===== src/rtl/ctrl_unit_param.sv =====
// FETCH/EXECUTE control unit: 2 cycles per instruction, LOAD/STORE add one cycle per MEM_WAIT cycle up to the ack.
// Stalls in MEM_WAIT, holding mem_req/mem_we/mem_addr/mem_wdata stable, until mem_ack; HALT holds until reset.
module ctrl_unit_param #(
    parameter int DW    = 8,
    parameter int PCW   = 12,
    parameter int NPORT = 2
) (
    input  logic                clk,
    input  logic                arst_n,
    input  logic [15:0]         instruction,
    input  logic [DW-1:0]       mem_rdata,
    input  logic                mem_ack,
    input  logic [DW-1:0]       alu_result,
    input  logic                alu_equal,
    input  logic                alu_carry,
    input  logic [NPORT*DW-1:0] in_gpio,
    input  logic                bootstrapping,
    output logic [2:0]          alu_opcode,
    output logic [DW-1:0]       alu_a,
    output logic [DW-1:0]       alu_b,
    output logic                mem_req,
    output logic                mem_we,
    output logic [7:0]          mem_addr,
    output logic [DW-1:0]       mem_wdata,
    output logic                pc_inc,
    output logic                pc_load,
    output logic [PCW-1:0]      pc_next,
    output logic [NPORT*DW-1:0] out_gpio,
    output logic [NPORT-1:0]    out_strobe,
    output logic [1:0]          state,
    output logic                halted
);

    typedef enum logic [1:0] {
        S_FETCH    = 2'd0,
        S_EXECUTE  = 2'd1,
        S_MEM_WAIT = 2'd2,
        S_HALT     = 2'd3
    } state_t;

    localparam logic [3:0] OP_NOP   = 4'h0;
    localparam logic [3:0] OP_LOAD  = 4'h1;
    localparam logic [3:0] OP_STORE = 4'h2;
    localparam logic [3:0] OP_JMP   = 4'h3;
    localparam logic [3:0] OP_BEQ   = 4'h4;
    localparam logic [3:0] OP_BC    = 4'h5;
    localparam logic [3:0] OP_IN    = 4'h6;
    localparam logic [3:0] OP_OUT   = 4'h7;
    localparam logic [3:0] P_MASK   = 4'(NPORT - 1);

    state_t                state_q, state_d;
    logic [15:0]           instr_q, instr_d;
    logic [DW-1:0]         regs_q [16];
    logic [DW-1:0]         regs_d [16];
    logic                  z_q, z_d, c_q, c_d;
    logic [NPORT*DW-1:0]   gpio_hold_q, gpio_hold_d;
    logic [2:0]            alu_opcode_q, alu_opcode_d;
    logic [DW-1:0]         alu_a_q, alu_a_d, alu_b_q, alu_b_d;
    logic                  mem_req_q, mem_req_d, mem_we_q, mem_we_d;
    logic [7:0]            mem_addr_q, mem_addr_d;
    logic [DW-1:0]         mem_wdata_q, mem_wdata_d;
    logic                  pc_load_q, pc_load_d;
    logic [PCW-1:0]        pc_next_q, pc_next_d;
    logic [NPORT*DW-1:0]   out_gpio_q, out_gpio_d;
    logic [NPORT-1:0]      out_strobe_q, out_strobe_d;

    logic [3:0] opcode, dst, port_idx;

    always_comb begin
        state_d      = state_q;
        instr_d      = instr_q;
        regs_d       = regs_q;
        z_d          = z_q;
        c_d          = c_q;
        gpio_hold_d  = gpio_hold_q;
        alu_opcode_d = alu_opcode_q;
        alu_a_d      = alu_a_q;
        alu_b_d      = alu_b_q;
        mem_req_d    = mem_req_q;
        mem_we_d     = mem_we_q;
        mem_addr_d   = mem_addr_q;
        mem_wdata_d  = mem_wdata_q;
        pc_next_d    = pc_next_q;
        out_gpio_d   = out_gpio_q;
        pc_load_d    = 1'b0;
        out_strobe_d = '0;
        opcode       = instr_q[15:12];
        dst          = instr_q[11:8];
        port_idx     = instr_q[3:0] & P_MASK;

        case (state_q)
            S_FETCH: begin
                instr_d      = instruction;
                alu_a_d      = regs_q[instruction[7:4]];
                alu_b_d      = regs_q[instruction[3:0]];
                alu_opcode_d = instruction[14:12];
                mem_addr_d   = instruction[7:0];
                mem_wdata_d  = regs_q[instruction[11:8]];
                gpio_hold_d  = in_gpio;
                state_d      = S_EXECUTE;
            end
            S_EXECUTE: begin
                state_d = S_FETCH;
                case (opcode)
                    OP_NOP: begin
                        if (instr_q[11:0] == 12'hFFF) state_d = S_HALT;
                    end
                    OP_LOAD: begin
                        mem_req_d = 1'b1;
                        mem_we_d  = 1'b0;
                        state_d   = S_MEM_WAIT;
                    end
                    OP_STORE: begin
                        mem_req_d = 1'b1;
                        mem_we_d  = 1'b1;
                        state_d   = S_MEM_WAIT;
                    end
                    OP_JMP: begin
                        pc_next_d = instr_q[PCW-1:0];
                        pc_load_d = 1'b1;
                    end
                    OP_BEQ: begin
                        if (z_q) begin
                            pc_next_d = instr_q[PCW-1:0];
                            pc_load_d = 1'b1;
                        end
                    end
                    OP_BC: begin
                        if (c_q) begin
                            pc_next_d = instr_q[PCW-1:0];
                            pc_load_d = 1'b1;
                        end
                    end
                    OP_IN: begin
                        if (bootstrapping) begin
                            regs_d[dst] = DW'(instr_q[7:0]);
                        end else begin
                            for (int p = 0; p < NPORT; p++) begin
                                if (port_idx == 4'(p)) regs_d[dst] = gpio_hold_q[p*DW +: DW];
                            end
                        end
                    end
                    OP_OUT: begin
                        for (int p = 0; p < NPORT; p++) begin
                            if (port_idx == 4'(p)) begin
                                out_gpio_d[p*DW +: DW] = regs_q[dst];
                                out_strobe_d[p]        = 1'b1;
                            end
                        end
                    end
                    default: begin
                        regs_d[dst] = alu_result;
                        z_d         = alu_equal;
                        c_d         = alu_carry;
                    end
                endcase
            end
            S_MEM_WAIT: begin
                if (mem_ack) begin
                    if (!mem_we_q) regs_d[dst] = mem_rdata;
                    mem_req_d = 1'b0;
                    mem_we_d  = 1'b0;
                    state_d   = S_FETCH;
                end
            end
            default: state_d = S_HALT;
        endcase
    end

    always_ff @(posedge clk or negedge arst_n) begin
        if (!arst_n) begin
            state_q      <= S_FETCH;
            instr_q      <= '0;
            for (int i = 0; i < 16; i++) regs_q[i] <= '0;
            z_q          <= 1'b0;
            c_q          <= 1'b0;
            gpio_hold_q  <= '0;
            alu_opcode_q <= '0;
            alu_a_q      <= '0;
            alu_b_q      <= '0;
            mem_req_q    <= 1'b0;
            mem_we_q     <= 1'b0;
            mem_addr_q   <= '0;
            mem_wdata_q  <= '0;
            pc_load_q    <= 1'b0;
            pc_next_q    <= '0;
            out_gpio_q   <= '0;
            out_strobe_q <= '0;
        end else begin
            state_q      <= state_d;
            instr_q      <= instr_d;
            regs_q       <= regs_d;
            z_q          <= z_d;
            c_q          <= c_d;
            gpio_hold_q  <= gpio_hold_d;
            alu_opcode_q <= alu_opcode_d;
            alu_a_q      <= alu_a_d;
            alu_b_q      <= alu_b_d;
            mem_req_q    <= mem_req_d;
            mem_we_q     <= mem_we_d;
            mem_addr_q   <= mem_addr_d;
            mem_wdata_q  <= mem_wdata_d;
            pc_load_q    <= pc_load_d;
            pc_next_q    <= pc_next_d;
            out_gpio_q   <= out_gpio_d;
            out_strobe_q <= out_strobe_d;
        end
    end

    assign alu_opcode = alu_opcode_q;
    assign alu_a      = alu_a_q;
    assign alu_b      = alu_b_q;
    assign mem_req    = mem_req_q;
    assign mem_we     = mem_we_q;
    assign mem_addr   = mem_addr_q;
    assign mem_wdata  = mem_wdata_q;
    assign pc_load    = pc_load_q;
    assign pc_next    = pc_next_q;
    assign out_gpio   = out_gpio_q;
    assign out_strobe = out_strobe_q;
    assign state      = state_q;
    assign pc_inc     = (state_q == S_FETCH);
    assign halted     = (state_q == S_HALT);

endmodule


===== config.mk =====
export PLATFORM = sky130hd
export DESIGN_NAME = ctrl_unit_param
export DESIGN_NICKNAME = d
export VERILOG_FILES = /design/src/rtl/ctrl_unit_param.sv
export SDC_FILE = /design/constraint.sdc
export NUM_CORES = 1
export LEC_CHECK = 0
export BUFFER_PORTS_ARGS = -buffer_cell sky130_fd_sc_hd__buf_2
export CAP_MARGIN = 20
export CORE_ASPECT_RATIO = 0.7
export CORE_UTILIZATION = 60
export DETAILED_ROUTE_END_ITERATION = 8
export PLACE_DENSITY = 0.85
export SKIP_LAST_GASP = 1
export SYNTH_ARGS = -nofsm -noshare
export SYNTH_HDL_FRONTEND = slang
export SYNTH_SLANG_ARGS = --single-unit

===== constraint.sdc =====
create_clock -name clk -period 6 [get_ports clk]
set_clock_uncertainty 0.05 [all_clocks]
set_input_delay 0.3 -clock clk [delete_from_list [all_inputs] [get_ports clk]]
set_output_delay 0.3 -clock clk [all_outputs]
set_load 0.1 [all_outputs]

==> flow_metrics.tcl <==
set metrics [dict create \
    status "finished clean" \
    dieWidth_um 192.2 \
    layout_common_cells "219 x sky130_fd_sc_hd__dfrtp_1, 141 x sky130_fd_sc_hd__mux2i_1, 129 x sky130_fd_sc_hd__nand2_1" \
    p_sw_share_pct 53.46 \
    gr-usage-all-layers_pct 41.81 \
    antenna_violating_nets_post_route 0 \
    p_switching_w 0.005846 \
    drv_cap 0 \
    post-layout-total-power_w 0.01094 \
    synth_cells 1390 \
    detailedRoute.firstIterationViolations 2531 \
    maximum_number_of_pins_on_one_net_before_global_route_repair 101 \
    port_buffers 125 \
    p_comb_share_pct 55.1 \
    cell_internal_pwr_w 0.005089 \
    vias_in_the_first_global_route 13300 \
    cts_tree "done" \
    share_seq_of_total_power_pct 30.6 \
    num-nets-final 1491 \
    hold_path.class "input port to flop" \
    post-synth-top-area-cell "sky130_fd_sc_hd__dfrtp_1" \
    max-slew-margin-rel_pct 23.65 \
    routedWlPerCell_um 30.26 \
    synthesis.area_per_instance_um2 10.93 \
    total_leakage_power_nw 7.099 \
    hold_ws_ps 24.34 \
    root_buffer "sky130_fd_sc_hd__clkbuf_16" \
    fin_util_pct 67.35 \
    timing_worst_setup_path_type "flop to flop" \
    maxSlewViolCount 0 \
    report.final.setup_viol 0 \
    most_frequently_used_flop_master_after_synthesis "sky130_fd_sc_hd__dfrtp_1" \
    floorplan.initialDensity_pct 61.39 \
    clock_insertion_delay_worst_skew_ps 520 \
    clk_path_buf_depth 3 \
    synth_seq_cells 221 \
    layout-drive-gt1-share_pct 26.46 \
    layout_setup_ws_ps 2620 \
    vias_per_cell 7.716 \
    path_clk_slew_ps 60 \
    cp.required_ps 6350 \
    layout-area-overhead-vs-synth_pct 9.711 \
    critPathCaptureType "flop" \
    fp.coreArea_mm2 0.02474 \
    worstPathArrival_ps 3730 \
    power_density_over_cell_area_mw_per_mm2 656.2 \
    power_frac_clock_pct 14.3 \
    grt_first_pass_wirelength_um 81170 \
    worst-slew-pin-transition_ps 1140 \
    path_max_fanout 50 \
    die-height_um 135.1 \
    syn-num-nets 1444 \
    kind_of_start_point_of_the_critical_path "flop" \
    ir_worst_vdd_v 0.0005108 \
    route.detailed.drc 0 \
    setup_fix_buffers_added_after_clock_tree_synthesis 0 \
    tritoncts_buffer_count 23 \
    grt_antenna_before_repair 4 \
    globalRouteOverflowTotal 0 \
    netlist-cell-type-count 80 \
    floorplan.die_area_mm2 0.02597 \
    synth-edff-count 0 \
    fmax_mhz 295.9 \
    post_synth_arst_share_pct 100.0 \
    htree_num_levels 1 \
    grt_setup_unrepaired "no" \
    min_period_ps 3380 \
    drtPass1Iterations 7 \
    yosys_warnings 0 \
    finalSetupTns_ps 0 \
    synth_seq_area_share_pct 36.41 \
    worst_path_max_delay_cell "sky130_fd_sc_hd__nand2_2" \
    synth_area_leaders "sky130_fd_sc_hd__dfrtp_1 36%, sky130_fd_sc_hd__mux4_2 12%, sky130_fd_sc_hd__mux2i_1 9.3%, sky130_fd_sc_hd__a21oi_1 3.6%, sky130_fd_sc_hd__mux2_2 3.3%" \
    post-synth-top-area-fraction_pct 36.41 \
    dp_slack_ps 2779 \
    final_min_period_over_clock_period_pct 56.33 \
    wirelength_um 53780 \
    post_cts.resized_instances 0 \
    final_hold_viol_count 0 \
    critical_path.cell_chain "nand2b_1 > nand2_2 > a211o_1 > mux2_2" \
    cts-hold-fix-buffers 23 \
    layout.cells.most_common "sky130_fd_sc_hd__dfrtp_1" \
    dpl.hpwl_um 35550 \
    final_gp_congestion 0.9803 \
    num-fill-cells 1747 \
    critical-path-max-stage-delay_ps 810 \
    placementRows 48 \
    cts_sinks 221 \
    vias 13710 \
    ios 126 \
    synth_area_mm2 0.01519 \
]
## layout make-up
| class | count | area (um2) | area share [%] |
|---|---|---|---|
| multi-input cells | 1007 | 8827 | 52.97 |
| repair buffers | 170 | 1041 | 6.247 |
| clock inverters | 10 | 182.7 | 1.096 |
| diodes | 1 | 2.502 | 0.01502 |
| inverters | 14 | 53.80 | 0.3228 |
| clock buffers | 29 | 618.1 | 3.709 |
| flip-flops and latches | 221 | 5533 | 33.20 |
| well taps | 325 | 406.6 | 2.440 |
## logic make-up after synthesis
group	Yosys count	share of synthesized area (%)
DFF	221	36.41
muxes	318	29.04
xor gates and xnor gates	1	0.05767
and+or+nand+nor	359	14.00
buffers and inverters	162	5.511
AOI/OAI and AO/OA	329	14.98
## registers in the layout, indices dropped and copies added, names as in the netlist, 8 cells and up
name         flops
regs_q         128
alu_b            8
mem_wdata        8
alu_a            8
gpio_hold_q     16
instr_q         16
pc_next         12
out_gpio        16
## per-layer routing
| metal | track usage [%] | vias to the layer above | part of all wire (%) |
|---|---|---|---|
| li1 | - | 5455 | - |
| met1 | 55.88 | 6589 | 35 |
| met2 | 58.65 | 1348 | 41 |
| met3 | 16.92 | 318 | 17 |
| met4 | 20.87 | 2 | 6.7 |
| met5 | 0 | - | 0.015 |
## synth_stat cells, types with 22 or more instances
cell                       count
sky130_fd_sc_hd__a22oi_1      27
sky130_fd_sc_hd__mux2_1       30
sky130_fd_sc_hd__mux2i_1     141
sky130_fd_sc_hd__nand2_1     129
sky130_fd_sc_hd__nor3_1       80
sky130_fd_sc_hd__o21ai_0      22
sky130_fd_sc_hd__dfrtp_1     221
sky130_fd_sc_hd__o21ai_1      35
sky130_fd_sc_hd__a21oi_1     108
sky130_fd_sc_hd__clkbuf_1     57
sky130_fd_sc_hd__nor2_1       25
sky130_fd_sc_hd__buf_2        50
sky130_fd_sc_hd__mux4_2       83
sky130_fd_sc_hd__mux2_2       45
sky130_fd_sc_hd__o32a_1       39
## critical path, delay by kind of cell (launching register included)
family / cells / cell delay, ps
AND/OR/NAND/NOR: 2 / 1460
multiplexers: 1 / 320
AO/OA/AOI/OAI: 1 / 630
flip-flops: 1 / 750
## worst paths after layout
kind,startpoint,end,slack (ps),depth (start not counted)
worst max-delay path,state[0],regs_q[6],2620,4
worst min-delay path,instruction[2],instr_q[2],20,3
worst max register to register,state[0],regs_q[6],2620,4
worst min register to register,gpio_hold_q[10],gpio_hold_q[10],430,2
max in group asynchronous,arst_n,regs_q[123],4140,3
min in group asynchronous,arst_n,regs_q[35],350,2
## power by group through the flow
stage | sequential, W | combinational, W | clock [W]
4_1_cts | 0.00323 | 0.00586 | 0.00156
3_5_place_dp | 0.00324 | 0.00581 | 0
5_1_grt | 0.00336 | 0.00623 | 0.00162
6_report | 0.00335 | 0.00602 | 0.00157
2_1_floorplan | 0.00389 | 0.00367 | 0
3_3_place_gp | 0.00319 | 0.00568 | 0
## stage by stage
stage / cell area, um2 / cells
after floorplan: 15190 / 1390
after global placement: 15610 / 1712
after detailed placement: 15620 / 1713
after CTS: 16650 / 1775
after global routing: 16660 / 1776
final: 16660 / 1777
Note: power is estimated with default switching activity, not from simulation.
